<file path="src/rtl/ct_ifu_bht_pre_ctrl_if.sv">
// Signal bundle between the BHT prediction controller and the IFU, BJU and SRAM array.
// The controller takes the slave modport. The surrounding logic takes the master modport.
interface ct_ifu_bht_pre_ctrl_if;
  logic        cp0_ifu_bht_en;
  logic        cp0_ifu_bht_inv;
  logic        ifu_bht_rd_req;
  logic [9:0]  ifu_bht_rd_index;
  logic        bht_ifu_rd_gnt;
  logic        bht_ifu_rd_data_vld;
  logic [63:0] bht_ifu_rd_data;
  logic        bht_ifu_inv_busy;
  logic        bju_bht_upd_vld;
  logic [9:0]  bju_bht_upd_index;
  logic [63:0] bju_bht_upd_din;
  logic [63:0] bju_bht_upd_bwen;
  logic        bht_pre_array_clk_en;
  logic        bht_pred_array_cen_b;
  logic        bht_pred_array_gwen;
  logic [9:0]  bht_pred_array_index;
  logic [63:0] bht_pred_array_din;
  logic [63:0] bht_pred_bwen;
  logic [63:0] bht_pre_data_out;

  modport slave (
    input  cp0_ifu_bht_en, cp0_ifu_bht_inv, ifu_bht_rd_req, ifu_bht_rd_index,
           bju_bht_upd_vld, bju_bht_upd_index, bju_bht_upd_din, bju_bht_upd_bwen,
           bht_pre_data_out,
    output bht_ifu_rd_gnt, bht_ifu_rd_data_vld, bht_ifu_rd_data, bht_ifu_inv_busy,
           bht_pre_array_clk_en, bht_pred_array_cen_b, bht_pred_array_gwen,
           bht_pred_array_index, bht_pred_array_din, bht_pred_bwen
  );

  modport master (
    output cp0_ifu_bht_en, cp0_ifu_bht_inv, ifu_bht_rd_req, ifu_bht_rd_index,
           bju_bht_upd_vld, bju_bht_upd_index, bju_bht_upd_din, bju_bht_upd_bwen,
           bht_pre_data_out,
    input  bht_ifu_rd_gnt, bht_ifu_rd_data_vld, bht_ifu_rd_data, bht_ifu_inv_busy,
           bht_pre_array_clk_en, bht_pred_array_cen_b, bht_pred_array_gwen,
           bht_pred_array_index, bht_pred_array_din, bht_pred_bwen
  );
endinterface

</file>
<file path="src/rtl/ct_ifu_bht_pre_ctrl.sv">
// BHT prediction array port controller. It runs the init sweep, buffers BJU updates
// in a 2-entry FIFO and arbitrates the single SRAM port between IFU reads and those writes.
module ct_ifu_bht_pre_ctrl #(
  parameter logic [63:0] INIT_VAL   = 64'h5555_5555_5555_5555,
  parameter int          WB_AGE_MAX = 4
) (
  input  logic                      forever_cpuclk,
  input  logic                      cpurst,
  ct_ifu_bht_pre_ctrl_if.slave      bif
);

  typedef enum logic {IDLE, INIT} state_t;

  typedef struct packed {
    logic [9:0]  index;
    logic [63:0] din;
    logic [63:0] bwen;
  } wb_entry_t;

  state_t      state;
  logic        inv_pend;
  logic [9:0]  sweep_cnt;
  wb_entry_t   wb_entry [2];
  logic [1:0]  wb_count;
  logic [2:0]  wb_age;
  logic        rd_data_vld_q;

  logic        arb_en;
  logic        wb_full;
  logic        wb_empty;
  logic        wr_sel;
  logic        rd_sel;
  logic        push;
  wb_entry_t   new_entry;

  logic        cen_b;
  logic        gwen;
  logic [9:0]  arr_index;
  logic [63:0] arr_din;
  logic [63:0] arr_bwen;

  assign arb_en    = (state == IDLE) && !inv_pend;
  assign wb_full   = (wb_count == 2'd2);
  assign wb_empty  = (wb_count == 2'd0);
  assign push      = arb_en && bif.bju_bht_upd_vld;
  assign new_entry = '{index: bif.bju_bht_upd_index,
                       din:   bif.bju_bht_upd_din,
                       bwen:  bif.bju_bht_upd_bwen};

  // A full FIFO always wins, which is what lets a push never be dropped in IDLE.
  assign wr_sel = arb_en && !wb_empty &&
                  (!bif.ifu_bht_rd_req || !bif.cp0_ifu_bht_en || wb_full ||
                   (int'(wb_age) >= WB_AGE_MAX));
  assign rd_sel = arb_en && !wr_sel && bif.ifu_bht_rd_req && bif.cp0_ifu_bht_en;

  always_comb begin
    cen_b     = 1'b1;
    gwen      = 1'b1;
    arr_index = 10'd0;
    arr_din   = 64'd0;
    arr_bwen  = '1;
    if (state == INIT) begin
      cen_b     = 1'b0;
      gwen      = 1'b0;
      arr_index = sweep_cnt;
      arr_din   = INIT_VAL;
      arr_bwen  = 64'd0;
    end else if (wr_sel) begin
      cen_b     = 1'b0;
      gwen      = 1'b0;
      arr_index = wb_entry[0].index;
      arr_din   = wb_entry[0].din;
      arr_bwen  = wb_entry[0].bwen;
    end else if (rd_sel) begin
      cen_b     = 1'b0;
      arr_index = bif.ifu_bht_rd_index;
    end
  end

  assign bif.bht_pred_array_cen_b = cen_b;
  assign bif.bht_pred_array_gwen  = gwen;
  assign bif.bht_pred_array_index = arr_index;
  assign bif.bht_pred_array_din   = arr_din;
  assign bif.bht_pred_bwen        = arr_bwen;
  assign bif.bht_pre_array_clk_en = ~cen_b;
  assign bif.bht_ifu_rd_gnt       = rd_sel;
  assign bif.bht_ifu_rd_data_vld  = rd_data_vld_q;
  assign bif.bht_ifu_rd_data      = bif.bht_pre_data_out;
  assign bif.bht_ifu_inv_busy     = inv_pend || (state == INIT);

  always_ff @(posedge forever_cpuclk or posedge cpurst) begin
    if (cpurst) begin
      state         <= IDLE;
      inv_pend      <= 1'b1;
      sweep_cnt     <= 10'd0;
      wb_entry[0]   <= '0;
      wb_entry[1]   <= '0;
      wb_count      <= 2'd0;
      wb_age        <= 3'd0;
      rd_data_vld_q <= 1'b0;
    end else begin
      rd_data_vld_q <= rd_sel;
      case (state)
        IDLE: begin
          if (inv_pend) begin
            state     <= INIT;
            sweep_cnt <= 10'd0;
            inv_pend  <= 1'b0;
            wb_count  <= 2'd0;
            wb_age    <= 3'd0;
          end else begin
            if (bif.cp0_ifu_bht_inv) inv_pend <= 1'b1;
            // The head always sits in entry 0; a pop shifts entry 1 down.
            case ({push, wr_sel})
              2'b01: begin
                wb_entry[0] <= wb_entry[1];
                wb_count    <= wb_count - 2'd1;
              end
              2'b10: begin
                wb_entry[wb_count[0]] <= new_entry;
                wb_count              <= wb_count + 2'd1;
              end
              2'b11: begin
                if (wb_full) begin
                  wb_entry[0] <= wb_entry[1];
                  wb_entry[1] <= new_entry;
                end else begin
                  wb_entry[0] <= new_entry;
                end
              end
              default: ;
            endcase
            if (wr_sel || wb_empty) wb_age <= 3'd0;
            else if (wb_age != 3'd7) wb_age <= wb_age + 3'd1;
          end
        end
        INIT: begin
          sweep_cnt <= sweep_cnt + 10'd1;
          if (bif.cp0_ifu_bht_inv) sweep_cnt <= 10'd0;
          else if (sweep_cnt == 10'd1023) state <= IDLE;
        end
        default: state <= IDLE;
      endcase
    end
  end

endmodule

</file>
<file path="src/flat_wrapper.sv">
// flat-port wrapper written by rule: the top's interface ports become plain ports
module ct_ifu_bht_pre_ctrl_flat 
#(
  parameter logic [63:0] INIT_VAL   = 64'h5555_5555_5555_5555,
  parameter int          WB_AGE_MAX = 4
)
  (forever_cpuclk, cpurst, bif_cp0_ifu_bht_en, bif_cp0_ifu_bht_inv, bif_ifu_bht_rd_req, bif_ifu_bht_rd_index, bif_bju_bht_upd_vld, bif_bju_bht_upd_index, bif_bju_bht_upd_din, bif_bju_bht_upd_bwen, bif_bht_pre_data_out, bif_bht_ifu_rd_gnt, bif_bht_ifu_rd_data_vld, bif_bht_ifu_rd_data, bif_bht_ifu_inv_busy, bif_bht_pre_array_clk_en, bif_bht_pred_array_cen_b, bif_bht_pred_array_gwen, bif_bht_pred_array_index, bif_bht_pred_array_din, bif_bht_pred_bwen);
  ct_ifu_bht_pre_ctrl_if bif_i ();
  input  logic forever_cpuclk;
  input  logic cpurst;
  input wire logic [$bits(bif_i.cp0_ifu_bht_en)-1:0] bif_cp0_ifu_bht_en;
  input wire logic [$bits(bif_i.cp0_ifu_bht_inv)-1:0] bif_cp0_ifu_bht_inv;
  input wire logic [$bits(bif_i.ifu_bht_rd_req)-1:0] bif_ifu_bht_rd_req;
  input wire logic [$bits(bif_i.ifu_bht_rd_index)-1:0] bif_ifu_bht_rd_index;
  input wire logic [$bits(bif_i.bju_bht_upd_vld)-1:0] bif_bju_bht_upd_vld;
  input wire logic [$bits(bif_i.bju_bht_upd_index)-1:0] bif_bju_bht_upd_index;
  input wire logic [$bits(bif_i.bju_bht_upd_din)-1:0] bif_bju_bht_upd_din;
  input wire logic [$bits(bif_i.bju_bht_upd_bwen)-1:0] bif_bju_bht_upd_bwen;
  input wire logic [$bits(bif_i.bht_pre_data_out)-1:0] bif_bht_pre_data_out;
  output wire logic [$bits(bif_i.bht_ifu_rd_gnt)-1:0] bif_bht_ifu_rd_gnt;
  output wire logic [$bits(bif_i.bht_ifu_rd_data_vld)-1:0] bif_bht_ifu_rd_data_vld;
  output wire logic [$bits(bif_i.bht_ifu_rd_data)-1:0] bif_bht_ifu_rd_data;
  output wire logic [$bits(bif_i.bht_ifu_inv_busy)-1:0] bif_bht_ifu_inv_busy;
  output wire logic [$bits(bif_i.bht_pre_array_clk_en)-1:0] bif_bht_pre_array_clk_en;
  output wire logic [$bits(bif_i.bht_pred_array_cen_b)-1:0] bif_bht_pred_array_cen_b;
  output wire logic [$bits(bif_i.bht_pred_array_gwen)-1:0] bif_bht_pred_array_gwen;
  output wire logic [$bits(bif_i.bht_pred_array_index)-1:0] bif_bht_pred_array_index;
  output wire logic [$bits(bif_i.bht_pred_array_din)-1:0] bif_bht_pred_array_din;
  output wire logic [$bits(bif_i.bht_pred_bwen)-1:0] bif_bht_pred_bwen;
  assign bif_i.cp0_ifu_bht_en = bif_cp0_ifu_bht_en;
  assign bif_i.cp0_ifu_bht_inv = bif_cp0_ifu_bht_inv;
  assign bif_i.ifu_bht_rd_req = bif_ifu_bht_rd_req;
  assign bif_i.ifu_bht_rd_index = bif_ifu_bht_rd_index;
  assign bif_i.bju_bht_upd_vld = bif_bju_bht_upd_vld;
  assign bif_i.bju_bht_upd_index = bif_bju_bht_upd_index;
  assign bif_i.bju_bht_upd_din = bif_bju_bht_upd_din;
  assign bif_i.bju_bht_upd_bwen = bif_bju_bht_upd_bwen;
  assign bif_i.bht_pre_data_out = bif_bht_pre_data_out;
  assign bif_bht_ifu_rd_gnt = bif_i.bht_ifu_rd_gnt;
  assign bif_bht_ifu_rd_data_vld = bif_i.bht_ifu_rd_data_vld;
  assign bif_bht_ifu_rd_data = bif_i.bht_ifu_rd_data;
  assign bif_bht_ifu_inv_busy = bif_i.bht_ifu_inv_busy;
  assign bif_bht_pre_array_clk_en = bif_i.bht_pre_array_clk_en;
  assign bif_bht_pred_array_cen_b = bif_i.bht_pred_array_cen_b;
  assign bif_bht_pred_array_gwen = bif_i.bht_pred_array_gwen;
  assign bif_bht_pred_array_index = bif_i.bht_pred_array_index;
  assign bif_bht_pred_array_din = bif_i.bht_pred_array_din;
  assign bif_bht_pred_bwen = bif_i.bht_pred_bwen;
  ct_ifu_bht_pre_ctrl #(.INIT_VAL(INIT_VAL), .WB_AGE_MAX(WB_AGE_MAX)) u_core (.forever_cpuclk(forever_cpuclk), .cpurst(cpurst), .bif(bif_i));
endmodule
</file>
<file path="config.mk">
export PLATFORM = sky130hd
export DESIGN_NAME = ct_ifu_bht_pre_ctrl_flat
export DESIGN_NICKNAME = d
export VERILOG_FILES = /design/src/rtl/ct_ifu_bht_pre_ctrl_if.sv /design/src/rtl/ct_ifu_bht_pre_ctrl.sv /design/src/flat_wrapper.sv
export SDC_FILE = /design/constraint.sdc
export NUM_CORES = 1
export LEC_CHECK = 0
export CORE_ASPECT_RATIO = 0.75
export CORE_MARGIN = 2
export CORE_UTILIZATION = 50
export CTS_CLUSTER_DIAMETER = 100
export DETAILED_ROUTE_END_ITERATION = 8
export DONT_BUFFER_PORTS = 1
export PLACE_DENSITY = 0.72
export SETUP_SLACK_MARGIN = 0.4
export SYNTH_ARGS = -nofsm -noshare
export SYNTH_HDL_FRONTEND = slang
export SYNTH_SLANG_ARGS = --single-unit
</file>
<file path="constraint.sdc">
create_clock -name forever_cpuclk -period 26 [get_ports forever_cpuclk]
set_clock_uncertainty 0.15 [all_clocks]
set_input_delay 5.2 -clock forever_cpuclk [delete_from_list [all_inputs] [get_ports forever_cpuclk]]
set_output_delay 5.2 -clock forever_cpuclk [all_outputs]
set_load 0.1 [all_outputs]
</file>
# Yosys cells after proc, flatten, opt, wreduce, memory -nomap -nowiden
# Cells that the tools add are included.
# word_totals
reg_bits	294
word_cells	91
out_inout_bits	208
# classes
reduce_logical	27
bitwise_logic	4
muxes	33
eq_ne	8
n_lt_le_gt_ge	3
n_addsub	4
# ops
operator	n
$mux 138	3
$pmux 138 s3	1
$bwmux 276	1
$pmux 138 s2	1
$mux 64	4
$demux 138 s1	1
$mux 10	5
$pmux 10 s2	1
$add 10x1->10 const B	1
$eq 10x10->1 const B	1
$mux 1	10
$mux 3	3
$reduce_bool 3->1	3
$logic_and 1x1->1	8
$eq 2x2->1 const B	3
$logic_not 1->1	5
$logic_or 1x1->1	5
$ne 2x1->1 const B	2
$pmux 2 s2	1
$reduce_and 2->1	2
$reduce_and 4->1	1
$add 3x1->3 const B	1
$ge 3x3->1 const B	1
$ne 3x3->1 const B	1
12 further kinds	14

# Logic depth before layout (Yosys ltp)
# depth
word_depth	13
mapped_depth	13

# Worst setup path before layout
# Ideal clock, no wire load.
# synth_timing
path_kind	in2out
start	in bif_cp0_ifu_bht_en
end	out bif_bht_pre_array_clk_en
required_ps	20650
arrival_time_ps	8816
path_buffers	1
path_slack_ps	11834
cell_stages	5
cell_sequence	and4b_1 -> nor3_4 -> buf_4 -> nor2_1 -> o21ai_0
# synth_between
elab_chain_len	13
# synth_rtl
item	line	rtl
start, declared	flat_wrapper.sv:11	input wire logic [$bits(bif_i.cp0_ifu_bht_en)-1:0] bif_cp0_ifu_bht_en;
$logic_not 1->1	ct_ifu_bht_pre_ctrl.sv:52	(!bif.ifu_bht_rd_req || !bif.cp0_ifu_bht_en || wb_full ||
$logic_or 1x1->1 (3 in a row)	ct_ifu_bht_pre_ctrl.sv:52	
$logic_and 1x1->1	ct_ifu_bht_pre_ctrl.sv:51	assign wr_sel = arb_en && !wb_empty &&
$logic_not 1->1	ct_ifu_bht_pre_ctrl.sv:54	assign rd_sel = arb_en && !wr_sel && bif.ifu_bht_rd_req && bif.cp0_ifu_bht_en;
$logic_and 1x1->1 (3 in a row)	ct_ifu_bht_pre_ctrl.sv:54	
$mux 1	ct_ifu_bht_pre_ctrl.sv:74	end else if (rd_sel) begin
$mux 1 (*)	ct_ifu_bht_pre_ctrl.sv:68	end else if (wr_sel) begin
$mux 1 (*)	ct_ifu_bht_pre_ctrl.sv:62	if (state == INIT) begin
$not 1->1 (*)	ct_ifu_bht_pre_ctrl.sv:85	assign bif.bht_pre_array_clk_en = ~cen_b;
end, declared	flat_wrapper.sv:24	output wire logic [$bits(bif_i.bht_pre_array_clk_en)-1:0] bif_bht_pre_array_clk_en;
# Mark *: on every way between the ends. The rest lies on a longest branch, timed or not.

# Worst setup path after layout
# layout_timing
start	in bif_cp0_ifu_bht_en
end	out bif_bht_pred_array_cen_b
# layout_between
elab_chain_len	12
# layout_rtl
item	line	rtl
$logic_not 1->1	ct_ifu_bht_pre_ctrl.sv:52	
$logic_or 1x1->1 (3 in a row)	ct_ifu_bht_pre_ctrl.sv:52	
$logic_and 1x1->1	ct_ifu_bht_pre_ctrl.sv:51	
$logic_not 1->1	ct_ifu_bht_pre_ctrl.sv:54	
$logic_and 1x1->1 (3 in a row)	ct_ifu_bht_pre_ctrl.sv:54	
$mux 1	ct_ifu_bht_pre_ctrl.sv:74	
$mux 1 (*)	ct_ifu_bht_pre_ctrl.sv:68	
$mux 1 (*)	ct_ifu_bht_pre_ctrl.sv:62	
end, declared	flat_wrapper.sv:25	output wire logic [$bits(bif_i.bht_pred_array_cen_b)-1:0] bif_bht_pred_array_cen_b;
# Marks and branches as above.

==> impl_metrics.csv <==
group,metric,value,unit
critical_path,worstSetupEndpointType,"output port",
sta,maxClockFrequency,75.72,MHz
pwr,cellInternalPower,0.7497,mW
synthesis,sequential_share_of_the_synthesized_area,0.5348,
cells_and_area,final_cell_area,0.01469,sq mm
clocking,cts_inserted_buffers,30,
place,dpl.hpwl,20420,um
clocking,cts_max_path_bufs,3,
worst_hold_path,worstHoldPathType,"reg2reg",
clocking,clk-insertion-delay-late,0.55,ns
synthesis,number_of_unique_standard_cell_types_used_by_synthesis,48,
drt,drc,0,
sta,layout_min_cycle_time,13.21,ns
drt,ant_nets,0,
sta,finalSetupViolations,0,
critical_path,worstPathRequired,20.65,ns
synthesis,synth.net_count,1398,
synthesis,ys_top_cells_by_area,"sky130_fd_sc_hd__dfrtp_1 53%, sky130_fd_sc_hd__a221o_1 10%, sky130_fd_sc_hd__mux2_2 9.4%, sky130_fd_sc_hd__buf_4 4.3%, sky130_fd_sc_hd__and2_0 3.9%",
clocking,ctsRootBufferMaster,"sky130_fd_sc_hd__clkbuf_16",
cells_and_area,diodes,0,
place,dp_cells,1381,
clocking,postCtsHoldBufs,0,
clocking,clock_tree.htree_level_count,1,
pwr,total_leakage_power,7.249,nW
die,die_width,195.5,um
drt,route.detailed.wl_per_inst,23.10,um
pwr,power_frac_clock,0.501,
cells_and_area,finalNetCount,1286,
clocking,cts_tree,"yes",
pwr,netSwitchingFraction,0.2084,
grt,global_route_wire_length_before_repair,51820,um
pwr,power.share.sequential,0.484,
pwr,total_switching_power,0.1974,mW
clocking,clock_sinks,294,
synthesis,ys_warn_count,0,
place,gp_routability_congestion,0.7692,
pwr,worst_case_vdd_ir_drop,0.06573,mV
sta,max_slew.worst_pin.slew,1.135,ns
die,io_pins,426,
grt,globalRoute.totalOverflow,0,
place,port_buffers,0,
synthesis,number_of_enable_flip_flop_cells_after_synthesis,0,
synthesis,synthesis.area_per_instance,11.72,sq um
die,floorplan.initialDensity,0.5095,
synthesis,asyncSetResetFlopFracSynth,1.000,
die,floorplan.core_area,0.02700,sq mm
synthesis,synth_ff_type,"sky130_fd_sc_hd__dfrtp_1",
die,chipHeight,147.7,um
cells_and_area,final-instance-count-excl-fill,1437,
pwr,comb_power_share,0.015,
sta,max_slew_margin_vs_limit,0.2424,
synthesis,synth_top_area_share,0.5329,
clocking,cts_repair_resize_count,0,
place,place_area,0.01358,sq mm
flow_run,max_cap_viol_count,0,
die,core.rowCount,52,
grt,globalRouteTotalUtil,0.2257,
drt,drt-vias-per-instance,6.130,
drt,vias,8809,
sta,final.period_utilization,0.5080,
synthesis,ys_ff_latch,294,
die,design.die.area,0.02887,sq mm
grt,grt_antenna_before_repair,0,
clocking,cts.clk_slew.worst_paths,0.06,ns
critical_path,maximum_net_fanout_on_the_critical_path,54,
synthesis,synthesis.instances,1174,
drt,totalWireLength,33190,um
drt,dr.first_iter.drc_count,686,
synthesis,synth_top_area_cell,"sky130_fd_sc_hd__dfrtp_1",
cells_and_area,area_growth,6.784,%
pwr,cellPowerDensity,64.47,mW/mm^2
sta,slew_violations,0,
critical_path,critical_path_class,"in2out",
grt,largest_net_degree_at_the_start_of_global_routing,182,
sta,fin_setup_tns,0,ns
sta,grt_setup_unrepaired,"no",
drt,drt-pass1-iter-count,8,
sta,final_hold_viol_count,0,
synthesis,synth.cell_area,0.01376,sq mm
cells_and_area,utilization,0.5441,
clocking,cts_setup_buffers,0,
critical_path,endpoint_arrival_time_on_the_critical_path,7.86,ns
cells_and_area,drive_gt1_frac,0.2422,
grt,number_of_global_route_vias_before_repair,8623,
outcome,run_status,"completed",
critical_path,startpoint_type,"input pin",
-- critical path, cell delays in order --
cell and delay [ns]:
sky130_fd_sc_hd__and4b_1 0.21, sky130_fd_sc_hd__nor3_4 0.84, sky130_fd_sc_hd__buf_4 0.63, sky130_fd_sc_hd__nor2_2 0.38
sky130_fd_sc_hd__o21a_1 0.58
-- area by class of cell --
cell class,count,area (sq um)
clock buffer,44,944.7
clock inverter,12,166.4
fill,2264,12310
inverter,17,71.32
multi-input combinational,707,5605
sequential,294,7362
tap,351,439.2
timing repair buffer,12,102.6
-- worst paths after layout --
| kind | startpoint | end | slack (ns) | depth (start not counted) |
|---|---|---|---|---|
| worst min-delay path | u_core.wb_entry[111] | u_core.wb_entry[111] | 0.34 | 1 |
| worst min register to register | u_core.wb_entry[111] | u_core.wb_entry[111] | 0.34 | 1 |
| max in group asynchronous | cpurst | u_core.state | 19.64 | 2 |
| worst max register to register | u_core.state | u_core.wb_entry[215] | 19.67 | 11 |
| worst max-delay path | bif_cp0_ifu_bht_en | bif_bht_pred_array_cen_b | 12.79 | 5 |
| min in group asynchronous | cpurst | u_core.wb_entry[40] | 4.48 | 1 |
-- kinds of logic (layout without fill, tap and decap cells) --
kind of cell | after synthesis | count (layout) | synth area share
simple gates | 347 | 347 | 0.1320
flops | 294 | 294 | 0.5348
buf+inv | 173 | 85 | 0.07275
compound gates | 212 | 212 | 0.1394
xor+xnor | 3 | 3 | 0.001910
fa+ha+maj | 6 | 6 | 0.005456
mux | 139 | 139 | 0.1137
-- through the flow --
step | setup WS (ns) | hold WS, ns | power [mW]
finish | 12.79 | 0.3386 | 0.9471
floorplan | 11.83 | 0.3069 | 0.5245
detailed placement | 12.71 | 0.3249 | 0.4817
CTS | 12.70 | 0.3385 | 0.9575
global route | 12.54 | 0.3594 | 0.9790
global placement | 12.75 | 0.3168 | 0.4817
-- registers in the layout, indices dropped and copies added, names as in the netlist --
| name | cells |
|---|---|
| u_core.wb_entry | 276 |
| u_core.sweep_cnt | 10 |
| u_core.wb_age | 3 |
| u_core.wb_count | 2 |
| u_core.bif.bht_ifu_rd_data_vld | 1 |
| u_core.inv_pend | 1 |
| u_core.state | 1 |
-- cell usage after synthesis (2+ instances only) --
master,instances
sky130_fd_sc_hd__buf_4,79
sky130_fd_sc_hd__and2_0,86
sky130_fd_sc_hd__ha_1,6
sky130_fd_sc_hd__dfrtp_1,293
sky130_fd_sc_hd__and3_1,2
sky130_fd_sc_hd__a21oi_1,3
sky130_fd_sc_hd__a221o_1,138
sky130_fd_sc_hd__a31oi_1,3
sky130_fd_sc_hd__nand4_1,3
sky130_fd_sc_hd__a21o_1,32
sky130_fd_sc_hd__a222oi_1,10
sky130_fd_sc_hd__clkbuf_1,33
sky130_fd_sc_hd__nor2_1,131
sky130_fd_sc_hd__o21ai_0,16
sky130_fd_sc_hd__nand2_1,23
sky130_fd_sc_hd__mux2_1,23
sky130_fd_sc_hd__nand3_1,4
sky130_fd_sc_hd__xnor2_1,2
sky130_fd_sc_hd__mux2_2,115
sky130_fd_sc_hd__buf_2,44
sky130_fd_sc_hd__inv_1,15
sky130_fd_sc_hd__inv_2,2
sky130_fd_sc_hd__and2_1,86
-- power by group through the flow --
stage / combinational (mW) / clock, mW / sequential [mW]
after floorplan: 0.0576 / 0 / 0.467
after detailed placement: 0.0149 / 0 / 0.467
final: 0.0143 / 0.475 / 0.458
after global placement: 0.0149 / 0 / 0.467
after global routing: 0.0165 / 0.505 / 0.458
after CTS: 0.0150 / 0.484 / 0.458
-- per-layer routing --
metal | share of wire | track usage | vias to the layer above
met5 | 0 | 0 | -
met4 | 0.025 | 0.06183 | 0
met3 | 0.090 | 0.07529 | 62
met2 | 0.44 | 0.3304 | 341
met1 | 0.44 | 0.3226 | 4513
li1 | - | - | 3893
-- layout by cell type (no fill, tap or decap), types with 2 or more instances in the layout --
master,count
sky130_fd_sc_hd__and2_0,86
sky130_fd_sc_hd__clkbuf_8,12
sky130_fd_sc_hd__and2_1,86
sky130_fd_sc_hd__xnor2_1,2
sky130_fd_sc_hd__a221o_1,138
sky130_fd_sc_hd__nand2_1,22
sky130_fd_sc_hd__a31oi_1,3
sky130_fd_sc_hd__a21o_1,32
sky130_fd_sc_hd__dfrtp_1,292
sky130_fd_sc_hd__a222oi_1,10
sky130_fd_sc_hd__clkinv_2,6
sky130_fd_sc_hd__mux2_2,115
sky130_fd_sc_hd__nor2_2,65
sky130_fd_sc_hd__nand3_1,4
sky130_fd_sc_hd__mux2_1,23
sky130_fd_sc_hd__clkbuf_16,31
sky130_fd_sc_hd__inv_2,2
sky130_fd_sc_hd__a21oi_1,3
sky130_fd_sc_hd__nor2_1,66
sky130_fd_sc_hd__ha_1,6
sky130_fd_sc_hd__buf_4,11
sky130_fd_sc_hd__nand4_1,3
sky130_fd_sc_hd__inv_1,14
sky130_fd_sc_hd__o21ai_0,15
sky130_fd_sc_hd__bufinv_16,4
Note: power is estimated with default switching activity, not from simulation.
